`src/rtl/tx_link_pkg.sv`:
```
// Shared types and constants for the transmit link-layer scheduler.
// The CRC-8 step function is used only when TX_LINK_CRC8_EN is defined.
package tx_link_pkg;

  localparam logic [7:0] K_COMMA = 8'hBC;
  localparam logic [7:0] K_SOF   = 8'hFB;
  localparam logic [7:0] K_EOF   = 8'hFD;
  localparam logic [7:0] K_FILL  = 8'h1C;

  localparam logic [7:0] CRC8_POLY = 8'h07;

  typedef enum logic [2:0] {
    ALIGN,
    IDLE,
    SOF,
    DATA,
    CRC,
    EOF
  } state_t;

  function automatic logic [7:0] crc8_byte(
    input logic [7:0] crc,
    input logic [7:0] data
  );
    logic [7:0] c;
    c = crc ^ data;
    for (int i = 0; i < 8; i++) begin
      c = c[7] ? ({c[6:0], 1'b0} ^ CRC8_POLY)
               : {c[6:0], 1'b0};
    end
    return c;
  endfunction

endpackage

```
`src/rtl/tx_crc8.sv`:
```
// Byte-wide CRC-8 accumulator (poly 0x07, init 0, MSB first).
// Built into tx_link_ctrl only when TX_LINK_CRC8_EN is defined.
module tx_crc8
  import tx_link_pkg::*;
(
  input  logic       clk,
  input  logic       rst,
  input  logic       clear,
  input  logic       en,
  input  logic [7:0] data,
  output logic [7:0] crc
);

  always_ff @(posedge clk) begin
    if (rst || clear) begin
      crc <= 8'h00;
    end else if (en) begin
      crc <= crc8_byte(crc, data);
    end
  end

endmodule

```
`src/rtl/tx_link_ctrl.sv`:
```
// Transmit link scheduler: comma burst, round-robin framing of two sources.
// Define TX_LINK_CRC8_EN to append a CRC-8 byte before each EOF.
module tx_link_ctrl
  import tx_link_pkg::*;
#(
  parameter int ALIGN_LEN = 64,
  parameter int MAX_LEN   = 256,
  parameter int GAP_LEN   = 2
) (
  input  logic       clk,
  input  logic       rst,
  input  logic       link_up,
  input  logic       s0_valid,
  input  logic [7:0] s0_data,
  input  logic       s0_last,
  output logic       s0_ready,
  input  logic       s1_valid,
  input  logic [7:0] s1_data,
  input  logic       s1_last,
  output logic       s1_ready,
  output logic [7:0] tx_data,
  output logic       tx_k,
  output logic       aligned,
  output logic       grant,
  output logic       busy,
  output logic       trunc
);

  localparam int AW = $clog2(ALIGN_LEN + 1);
  localparam int LW = $clog2(MAX_LEN + 1);
  localparam int GW = $clog2(GAP_LEN + 1);

  localparam logic [AW-1:0] ALIGN_END = AW'(ALIGN_LEN - 1);
  localparam logic [LW-1:0] LEN_END   = LW'(MAX_LEN - 1);
  localparam logic [GW-1:0] GAP_END   = GW'(GAP_LEN);

  state_t          state;
  logic [AW-1:0]   align_cnt;
  logic [LW-1:0]   len_cnt;
  logic [GW-1:0]   gap_cnt;

  logic            hs;
  logic [7:0]      sel_data;
  logic            sel_last;
  logic            pick;
  logic            len_hit;

  assign s0_ready = (state == DATA) & ~grant & link_up;
  assign s1_ready = (state == DATA) &  grant & link_up;

  assign hs       = grant ? (s1_valid & s1_ready)
                          : (s0_valid & s0_ready);
  assign sel_data = grant ? s1_data : s0_data;
  assign sel_last = grant ? s1_last : s0_last;
  assign len_hit  = (len_cnt == LEN_END);

  // On a tie the source that did not own the last frame wins.
  assign pick = (s0_valid & s1_valid) ? ~grant : s1_valid;

`ifdef TX_LINK_CRC8_EN
  logic [7:0] crc;

  tx_crc8 u_crc (
    .clk   (clk),
    .rst   (rst),
    .clear (state == SOF),
    .en    (hs),
    .data  (sel_data),
    .crc   (crc)
  );
`endif

  always_ff @(posedge clk) begin
    if (rst) begin
      state     <= ALIGN;
      align_cnt <= '0;
      len_cnt   <= '0;
      gap_cnt   <= '0;
      tx_data   <= K_COMMA;
      tx_k      <= 1'b1;
      aligned   <= 1'b0;
      grant     <= 1'b0;
      busy      <= 1'b0;
      trunc     <= 1'b0;
    end else begin
      trunc <= 1'b0;
      if (!link_up) begin
        // Lost lock: abandon any frame, no EOF.
        state     <= ALIGN;
        align_cnt <= '0;
        aligned   <= 1'b0;
        busy      <= 1'b0;
        tx_data   <= K_COMMA;
        tx_k      <= 1'b1;
      end else begin
        unique case (state)
          ALIGN: begin
            tx_data <= K_COMMA;
            tx_k    <= 1'b1;
            if (align_cnt == ALIGN_END) begin
              state   <= IDLE;
              aligned <= 1'b1;
              gap_cnt <= '0;
            end else begin
              align_cnt <= align_cnt + 1'b1;
            end
          end
          IDLE: begin
            tx_data <= K_COMMA;
            tx_k    <= 1'b1;
            if (gap_cnt < GAP_END) begin
              gap_cnt <= gap_cnt + 1'b1;
            end
            if (gap_cnt >= GAP_END && (s0_valid || s1_valid)) begin
              grant <= pick;
              busy  <= 1'b1;
              state <= SOF;
            end
          end
          SOF: begin
            tx_data <= K_SOF;
            tx_k    <= 1'b1;
            len_cnt <= '0;
            state   <= DATA;
          end
          DATA: begin
            if (hs) begin
              tx_data <= sel_data;
              tx_k    <= 1'b0;
              len_cnt <= len_cnt + 1'b1;
              if (sel_last || len_hit) begin
                trunc <= ~sel_last;
`ifdef TX_LINK_CRC8_EN
                state <= CRC;
`else
                state <= EOF;
`endif
              end
            end else begin
              tx_data <= K_FILL;
              tx_k    <= 1'b1;
            end
          end
`ifdef TX_LINK_CRC8_EN
          CRC: begin
            tx_data <= crc;
            tx_k    <= 1'b0;
            state   <= EOF;
          end
`endif
          EOF: begin
            tx_data <= K_EOF;
            tx_k    <= 1'b1;
            busy    <= 1'b0;
            gap_cnt <= '0;
            state   <= IDLE;
          end
          default: begin
            state <= ALIGN;
          end
        endcase
      end
    end
  end

endmodule

```
`config.mk`:
```
export PLATFORM = sky130hd
export DESIGN_NAME = tx_link_ctrl
export DESIGN_NICKNAME = d
export VERILOG_FILES = /design/src/rtl/tx_link_pkg.sv /design/src/rtl/tx_crc8.sv /design/src/rtl/tx_link_ctrl.sv
export SDC_FILE = /design/constraint.sdc
export NUM_CORES = 1
export LEC_CHECK = 0
export BUFFER_PORTS_ARGS = -buffer_cell sky130_fd_sc_hd__buf_2
export CORE_MARGIN = 8
export CORE_UTILIZATION = 30
export DETAILED_ROUTE_END_ITERATION = 10
export SETUP_SLACK_MARGIN = 0.1
export SLEW_MARGIN = 10
export SYNTH_ARGS = -nofsm -noshare
export SYNTH_HDL_FRONTEND = slang
export SYNTH_SLANG_ARGS = --single-unit
```
`constraint.sdc`:
```
create_clock -name clk -period 2.5 [get_ports clk]
set_clock_uncertainty 0.2 [all_clocks]
set_input_delay 0.5 -clock clk [delete_from_list [all_inputs] [get_ports clk]]
set_output_delay 0.5 -clock clk [all_outputs]
set_load 0.05 [all_outputs]
```
==> reports/summary.txt, run 1 <==
Status = finished clean
Slew Viols, Final = 0
CP Class = reg2out
Vias in the first global route = 1576
Register area = 680.7 µm²
Drt first pass iters = 4
Ports = 38
RD Place Congestion = 0.7553
Antenna fix cells = 0
Post-synth ARST share = 0%
Post-route antenna net violation count = 0
Number of max-cap violations = 0
CTS Root Cell = clkbuf_8
RSZ-0062 raised after global routing = no
Slowest stage delay, CP = 500 ps
Synthesized area = 0.001723 mm²
Peak supply drop = 221.0 µV
Initial antenna violation count = 0
Hold buffer count at CTS = 0
Synth Net Count = 225
DIE WIDTH = 91.78 µm
CP max-delay cell = dfxtp_1
Syn_area_per_cell = 8.702 µm²
Post-DP HPWL = 3206 µm
Critical path capture point = s0_ready
IO buf count = 37
Clock Tree Buf Depth = 2
FF-to-FF setup slack = 510 ps
CTS sink count = 34
Total CTS buffers = 5
Post-CTS Setup Bufs = 0
Largest net degree at the start of global routing = 16
Worst-Margin Slew = 554.3 ps
# fillers = 597
Power per cell area = 483.7 mW/mm²
Post-Route WL = 4135 µm
R2r endpoint = tx_data[2]
Critical path, cell by cell = nand4b_2 -> nor2_1 -> buf_2
CTS tree = yes
Number of enable-type register cells in the synthesized netlist = 0
Die area = 0.008424 mm²
H-tree depth = 2
Setup TNS = 0 ps
Met3 GRT Util = 4.156%
Hold Violations, Final = 0
DRC errors left = 0
Top FF cell, synth = dfxtp_1
Nets = 264
R2R Path Start = state[1]
Core area = 0.005540 mm²
Leak Pwr = 0.7180 nW
GR peak layer = met2
Post-synthesis sequential area ratio = 39.51%
Iteration-0 DRC Markers = 101
Met1 Usage GRT = 13.59%
Max FO, Critical Path = 10
Grt ovf = 0
Global routing met2 resource utilization = 15.01%
Highest Clock Rate = 450.2 MHz
Via-per-instance ratio = 4.945
Crit path launch = state[1]
CP startpoint kind = register
Die Span Y = 91.78 µm
Share of cells above drive strength 1 = 25.63%
Cells on worst reg2reg path = 4
Unique cell type count in the Yosys netlist = 48
Cell Rows = 27
Worst setup EP type = output port
Tcrit/Tclk final = 88.85%
Min-Delay Path Class = reg2reg
Vias = 1533
Slew headroom = 63.05%
Drt wl/cell = 13.34 µm
Number of synthesized register bits = 34
Post-Synthesis Cells = 198
Initial core utilization = 31.10%
Fin crit period = 2221 ps
Clock transition at path regs = 70 ps
Multi-input logic area = 979.7 µm²
Cts repair resizes = 0
Required @ worst endpoint = 1800 ps
Clock Latency Late Sink = 280 ps
First-pass GRT wire length = 7272 µm
Critical path arrival = 1520 ps
Total power = 1.006 mW
All-Layer GR Usage = 10.52%
Syn-to-layout area delta = 20.70%
Final setup fails = 0
Yosys warning total = 0
-- cells in the final DEF, fill, tap and decap left out, types with 2 or more instances in the layout --
cell type  instances
buf_2             37
dfxtp_1           34
nor2_1            22
nand2_1           14
a21oi_1           12
nor3_1            10
inv_1              8
nand2b_1           6
o21ai_0            6
clkbuf_8           6
mux2_2             5
o22ai_1            5
mux2i_1            5
nand3_1            4
o31ai_1            4
xnor2_1            4
a31oi_1            4
ha_1               4
or4_1              3
a211oi_1           3
a2111oi_2          3
or3_1              3
buf_4              3
nand4_1            2
nor2b_1            2
or2_1              2
nor4_1             2
xor2_1             2
-- final cells by class --
| class | count | area share [%] |
|---|---|---|
| Multi-Input combinational cell | 148 | 47.11 |
| Sequential cell | 34 | 32.73 |
| Timing Repair Buffer | 40 | 9.988 |
| Tap cell | 72 | 4.332 |
| Clock buffer | 7 | 4.152 |
| Inverter | 8 | 1.444 |
| Clock inverter | 1 | 0.2407 |
-- worst min-delay path by stage --
stage / start / end / slack [ps] / depth (start not counted)
after floorplan: len_cnt[5] / len_cnt[5] / 250 / 2
after global placement: aligned / aligned / 260 / 2
after detailed placement: tx_data[5] / tx_data[5] / 260 / 2
after CTS: tx_data[5] / tx_data[5] / 280 / 2
after global routing: tx_data[5] / tx_data[5] / 300 / 2
final: tx_data[5] / tx_data[5] / 270 / 2
-- worst max-delay path, delay by kind of cell, from the launching register on --
kind | cells | cell delay, ps
buffers and inverters | 1 | 280
AND/OR/NAND/NOR | 2 | 460
flip-flops | 1 | 500
-- report_power, final --
| group | switching, mW | internal, mW | leakage, nW |
|---|---|---|---|
| Combinational | 0.0257 | 0.0220 | 0.395 |
| Sequential | 0.00171 | 0.543 | 0.274 |
| Clock | 0.191 | 0.222 | 0.0482 |
| Total | 0.219 | 0.787 | 0.718 |
-- through the flow --
step / worst slack [ps] / instance area (µm²) / hold slack (ps) / instances / utilization [%]
after floorplan: 195.5 / 1730 / 251.7 / 198 / -
after global placement: 447.4 / 1988 / 257.6 / 302 / 35.89
after detailed placement: 381.9 / 1988 / 262.7 / 302 / 35.89
after CTS: 265.3 / 2079 / 279.6 / 310 / 37.53
after global routing: 139.1 / 2079 / 302.9 / 310 / 37.53
final: 278.8 / 2079 / 272.7 / 310 / 37.53
-- cell families (layout without fill, tap and decap cells) --
group | count (synthesis) | count (layout) | synth area share, %
xor+xnor | 6 | 6 | 3.050
simple gates | 77 | 77 | 22.51
compound gates | 50 | 50 | 20.48
buf+inv | 16 | 56 | 4.067
mux | 11 | 11 | 7.480
flops | 34 | 34 | 39.51
fa+ha+maj | 4 | 4 | 2.905
-- layer usage --
layer	share of wire (%)	wire length [µm]
met1	52	2139
met2	39	1622
met3	7.2	297
met4	1.8	75
met5	0	0
-- synthesized netlist by cell type (5+ instances only) --
library cell,n,area share (%)
mux2_2,5,3.3
dfxtp_1,34,40
nor2_1,23,5.0
o22ai_1,5,1.8
mux2i_1,5,2.9
nand2_1,14,3.1
o21ai_0,6,1.7
nor3_1,10,2.9
a21oi_1,12,3.5
inv_1,8,1.7
clkbuf_1,5,1.1
nand2b_1,6,2.2
-- flip-flops by register name, summed over array words and instances, names as in the netlist --
| register | cells |
|---|---|
| align_cnt | 7 |
| trunc | 1 |
| busy | 1 |
| tx_k | 1 |
| tx_data | 8 |
| len_cnt | 9 |
| state | 3 |
| grant | 1 |
| aligned | 1 |
| gap_cnt | 2 |
Power figures use the tool's default switching activity.
==> run 2: changes to the inputs <==
- CORE_UTILIZATION: 30 -> 29
==> reports/summary.txt, run 2 (synthesis gave the netlist of run 1 again) <==
Post-DP HPWL = 3304 µm (+3.0%)
Worst setup EP type = output port
Vias = 1540 (+0.46%)
RD Place Congestion = 0.8109 (+7.4%)
Power per cell area = 487.3 mW/mm² (+0.75%)
H-tree depth = 2 (unchanged)
Slew headroom = 62.23% (-0.82 points)
Leak Pwr = 0.7245 nW (+0.90%)
Cells on worst reg2reg path = 5 (+1)
IO buf count = 37 (unchanged)
Max FO, Critical Path = 8 (-2)
Setup TNS = 0 ps (unchanged)
Critical path arrival = 1470 ps (-50 ps)
Syn-to-layout area delta = 21.50%
Required @ worst endpoint = 1800 ps (about the same)
Ports = 38 (unchanged)
WHS Endpoint = aligned
Comb power frac = 4.7% (about the same)
Number of max-cap violations = 0 (unchanged)
Fin crit period = 2169 ps (-51.76 ps)
Status = finished clean
Post-route antenna net violation count = 0 (unchanged)
Drt first pass iters = 4 (unchanged)
Largest registers = len_cnt: 9 flops, tx_data: 8 flops, align_cnt: 7 flops
CTS sink count = 34 (unchanged)
Via-per-instance ratio = 4.904 (-0.82%)
Slew Viols, Final = 0 (unchanged)
Sequential power share = 53.4% (-0.8 points)
CP max-delay cell = dfxtp_1
Switching power = 232.8 µW (+6.5%)
Grt ovf = 0 (unchanged)
Slowest stage delay, CP = 380 ps (-120 ps)
Nets = 265 (+0.38%)
R2r endpoint = align_cnt[1]
Tcrit/Tclk final = 86.78% (-2.1 points)
Int Pwr = 787.1 µW (about the same)
Clock transition at path regs = 70 ps (about the same)
Die Span Y = 93.08 µm (+1.4%)
CP Class = reg2out
Hold Violations, Final = 0 (unchanged)
DRC errors left = 0 (unchanged)
Clock network power share = 41.9% (+0.8 points)
Highest Clock Rate = 461.0 MHz (+2.4%)
Initial core utilization = 29.63% (-1.5 points)
Final core occ = 35.99% (-1.5 points)
WL met1 = 2210 µm (+3.3%)
Largest net degree at the start of global routing = 15 (-1)
Die area = 0.008664 mm² (+2.9%)
Worst-Margin Slew = 566.6 ps (+12.30 ps)
First-pass GRT wire length = 7320 µm (+0.66%)
Initial antenna violation count = 0 (unchanged)
Largest register FFs = 9 (unchanged)
Hold path depth = 2 (unchanged)
Antenna fix cells = 0 (unchanged)
Post-Route WL = 4385 µm (+6.0%)
Share of cells above drive strength 1 = 26.78% (+1.1 points)
Peak supply drop = 187.3 µV (-15%)
Max layer used = met4
Vias in the first global route = 1518 (-3.7%)
Min-Delay Path Class = reg2reg
Drt wl/cell = 13.96 µm (+4.7%)
Iteration-0 DRC Markers = 91 (-9.9%)
R2R Path Start = align_cnt[0]
DIE WIDTH = 93.08 µm (+1.4%)
Hold buffer count at CTS = 0 (unchanged)
Hold_ws = 268.4 ps (-4.352 ps)
Hold path start = aligned
FF-to-FF setup slack = 550 ps (+40 ps)
Switching portion of total power = 22.83% (+1.1 points)
Most common cell after layout, fill and taps aside = buf_2
Met2 wire len = 1761 µm (+8.6%)
Total CTS buffers = 5 (unchanged)
Biggest register = len_cnt
Clock Tree Buf Depth = 2 (unchanged)
Clock Latency Late Sink = 290 ps (about the same)
CTS tree = yes
Core area = 0.005816 mm² (+5.0%)
CTS Root Cell = clkbuf_8
Total power = 1.020 mW (+1.4%)
Final setup fails = 0 (unchanged)
RSZ-0062 raised after global routing = no
Met3 WL = 342 µm (+15%)
Cell Rows = 28 (+3.7%)
Critical path, cell by cell = nand4b_2 -> nor2_1 -> buf_2
Commonest cells after routing, fill and taps aside = buf_2, dfxtp_1, nor2_1, nand2_1, a21oi_1
CP startpoint kind = register
All-Layer GR Usage = 10.54% (+0.029 points)
run 2: cell types whose count changed in the layout (fill, tap and decap cells not counted):
cell | before | now
dfxtp_2 | 0 | 2
dfxtp_1 | 34 | 32
buf_4 | 3 | 4
run 2: power by group through the flow:
stage	combinational (mW)	clock (mW)	sequential, mW
4_1_cts	0.0486	0.438	0.545
3_5_place_dp	0.0482	0	0.557
2_1_floorplan	0.0225	0	0.557
3_3_place_gp	0.0478	0	0.557
5_1_grt	0.0535	0.460	0.545
6_report	0.0481	0.427	0.545
run 2: worst max-delay path by stage:
stage / end / startpoint / depth (start not counted) / slack, ps
2_1_floorplan: s1_ready / grant / 4 / 200
3_3_place_gp: s0_ready / link_up / 4 / 480
3_5_place_dp: tx_data[2] / link_up / 5 / 410
4_1_cts: s0_ready / state[0] / 3 / 190
5_1_grt: s0_ready / state[2] / 3 / 210
6_report: s0_ready / state[2] / 3 / 330
run 2: metrics by stage:
step | cell area (µm²) | std cells | worst slack (ps)
6_report | 2093 | 314 | 330.6
5_1_grt | 2093 | 314 | 209.1
4_1_cts | 2091 | 314 | 190.5
3_5_place_dp | 1999 | 306 | 409.4
3_3_place_gp | 1999 | 306 | 475.0
2_1_floorplan | 1730 | 198 | 195.5
run 2: timing repair:
| action | CTS | global route |
|---|---|---|
| buffers inserted | 0 | 0 |
| endpoints found under the setup margin | 0 | 1 |
| gates resized for setup | 0 | 2 |
run 2: final cells by class:
cell class / instances / area (µm²)
Fill cell: 629 / 3722
Sequential cell: 34 / 683.2
Clock buffer: 7 / 86.33
Tap cell: 75 / 93.84
Timing Repair Buffer: 41 / 215.2
Multi-Input combinational cell: 148 / 979.7
Inverter: 8 / 30.03
Clock inverter: 1 / 5.005
run 2: layer usage:
metal  track usage [%]  up-vias
met2             14.56       46
met1             14.33      685
met4             4.027        0
met3             4.006        6
li1                  -      803
met5                 0        -
run 2: critical path: cells and delay by family (launching register included):
family,cells,cell delay (ps)
AND/OR/NAND/NOR,2,510
flip-flops,1,380
buffers and inverters,1,280
==> run 3: changes to the inputs <==
- CORE_ASPECT_RATIO: not set -> 0.7
==> reports/summary.txt, run 3 (synthesis gave the netlist of run 1 again) <==
Worst setup EP type = output port
Syn-to-layout area delta = 21.35%
Slew Viols, Final = 0 (unchanged)
Largest net degree at the start of global routing = 15 (unchanged)
Share of cells above drive strength 1 = 25.94% (-0.84 points)
Die Span Y = 80.49 µm (-14%)
Antenna fix cells = 0 (unchanged)
Clock Latency Late Sink = 290 ps (about the same)
Slew headroom = 61.30% (-0.93 points)
Post-CTS Setup Bufs = 0 (unchanged)
Vias = 1583 (+2.8%)
Die area = 0.008703 mm² (+0.45%)
Min-Delay Path Class = reg2reg
IO buf count = 37 (unchanged)
CP max-delay cell = dfxtp_1
Drt wl/cell = 14.15 µm (+1.3%)
Initial core utilization = 30.09% (+0.46 points)
CTS tree = yes
R2R Path Start = state[1]
Post-DP HPWL = 3385 µm (+2.5%)
Crit-path leading delay family = flip-flops
Most common cell after layout, fill and taps aside = buf_2
CTS sink count = 34 (unchanged)
Peak supply drop = 219.5 µV (+17%)
Post-route antenna net violation count = 0 (unchanged)
Drt first pass iters = 4 (unchanged)
Post-Route WL = 4443 µm (+1.3%)
Crit path launch = state[1]
Cts repair resizes = 0 (unchanged)
Hold path start = aligned
All-Layer GR Usage = 10.78% (+0.24 points)
Critical path arrival = 1570 ps (+100 ps)
Commonest cells after routing, fill and taps aside = buf_2, dfxtp_1, nor2_1, nand2_1, a21oi_1
Hold_ws = 264.4 ps (-3.919 ps)
Required @ worst endpoint = 1800 ps (about the same)
DRC errors left = 0 (unchanged)
Cell Rows = 23 (-18%)
Total CTS buffers = 5 (unchanged)
Final setup fails = 0 (unchanged)
First-pass GRT wire length = 7465 µm (+2.0%)
Number of max-cap violations = 0 (unchanged)
Power per cell area = 486.5 mW/mm² (-0.17%)
Status = finished clean
Slowest stage delay, CP = 530 ps (+150 ps)
H-tree depth = 2 (unchanged)
RD Place Congestion = 0.7954 (-1.9%)
Fin crit period = 2273 ps (+103.1 ps)
Largest register FFs = 9 (unchanged)
Highest Clock Rate = 440.0 MHz (-4.5%)
WP buf/inv = 1 (unchanged)
Clock transition at path regs = 70 ps (about the same)
Met3 GRT Util = 4.237% (+0.23 points)
Via-per-instance ratio = 5.041 (+2.8%)
Global routing met2 resource utilization = 12.88% (-1.7 points)
Iteration-0 DRC Markers = 84 (-7.7%)
Hold buffer count at CTS = 0 (unchanged)
Largest registers = len_cnt: 9 flops, tx_data: 8 flops, align_cnt: 7 flops
Tcrit/Tclk final = 90.90% (+4.1 points)
Core area = 0.005727 mm² (-1.5%)
R2r endpoint = tx_data[2]
Worst-Margin Slew = 580.5 ps (+13.97 ps)
Met1 Usage GRT = 15.92% (+1.6 points)
Vias in the first global route = 1554 (+2.4%)
RSZ-0062 raised after global routing = no
WHS Endpoint = aligned
CTS Root Cell = clkbuf_8
Biggest register = len_cnt
Initial antenna violation count = 0 (unchanged)
Ports = 38 (unchanged)
Critical path, cell by cell = nand4b_2 -> nor2_4 -> buf_2
CP Class = reg2out
Max FO, Critical Path = 10 (+2)
DIE WIDTH = 108.1 µm (+16%)
Clock Tree Buf Depth = 2 (unchanged)
Cells on worst reg2reg path = 4 (-1)
FF-to-FF setup slack = 460 ps (-90 ps)
Nets = 265 (unchanged)
Hold Violations, Final = 0 (unchanged)
Leak Pwr = 0.7234 nW (-0.14%)
Hold path depth = 2 (unchanged)
Setup TNS = 0 ps (unchanged)
Grt ovf = 0 (unchanged)
GR peak layer = met1
CP startpoint kind = register
run 3: cell counts in the layout (fill, tap and decap cells not counted):
Identical to the previous run, type by type.
run 3: power by group:
part / leakage (nW) / switching, mW / total [mW] / internal, mW
combinational: 0.401 / 0.0266 / 0.0486 / 0.0221
sequential: 0.274 / 0.00184 / 0.545 / 0.543
clock: 0.0482 / 0.201 / 0.424 / 0.222
total: 0.723 / 0.230 / 1.02 / 0.787
run 3: worst max-delay path by stage:
| stage | endpoint | depth (start not counted) |
|---|---|---|
| final | s1_ready | 3 |
| after detailed placement | tx_data[2] | 5 |
| after global routing | s0_ready | 3 |
| after global placement | tx_data[2] | 5 |
| after CTS | s1_ready | 3 |
| after floorplan | s1_ready | 4 |
run 3: per-stage QoR:
step / instance area (µm²) / util, % / instances / worst slack (ps) / power (mW)
2_1_floorplan: 1730 / - / 198 / 195.5 / 0.5793
3_3_place_gp: 1999 / 34.91 / 306 / 432.0 / 0.6047
3_5_place_dp: 1999 / 34.91 / 306 / 368.2 / 0.6059
4_1_cts: 2091 / 36.51 / 314 / 229.8 / 1.028
5_1_grt: 2091 / 36.51 / 314 / 100.2 / 1.051
6_report: 2091 / 36.51 / 314 / 227.4 / 1.017
run 3: final cells by class:
type / count / area, µm²
multi-input cells: 148 / 979.7
clock buffers: 7 / 86.33
repair buffers: 41 / 215.2
inverters: 8 / 30.03
fillers: 597 / 3636
well taps: 75 / 93.84
flip-flops and latches: 34 / 680.7
clock inverters: 1 / 5.005
run 3: tightest hold or removal path, delay by kind of cell, from the launching register on:
family | cells | cell delay [ps]
simple gates | 1 | 70
flops | 1 | 320
compound gates | 1 | 40
run 3: per-layer routing:
| layer | wire length [µm] | up-vias |
|---|---|---|
| met5 | 0 | - |
| met4 | 64 | 0 |
| met3 | 356 | 7 |
| met2 | 1553 | 55 |
| met1 | 2468 | 720 |
| li1 | - | 801 |
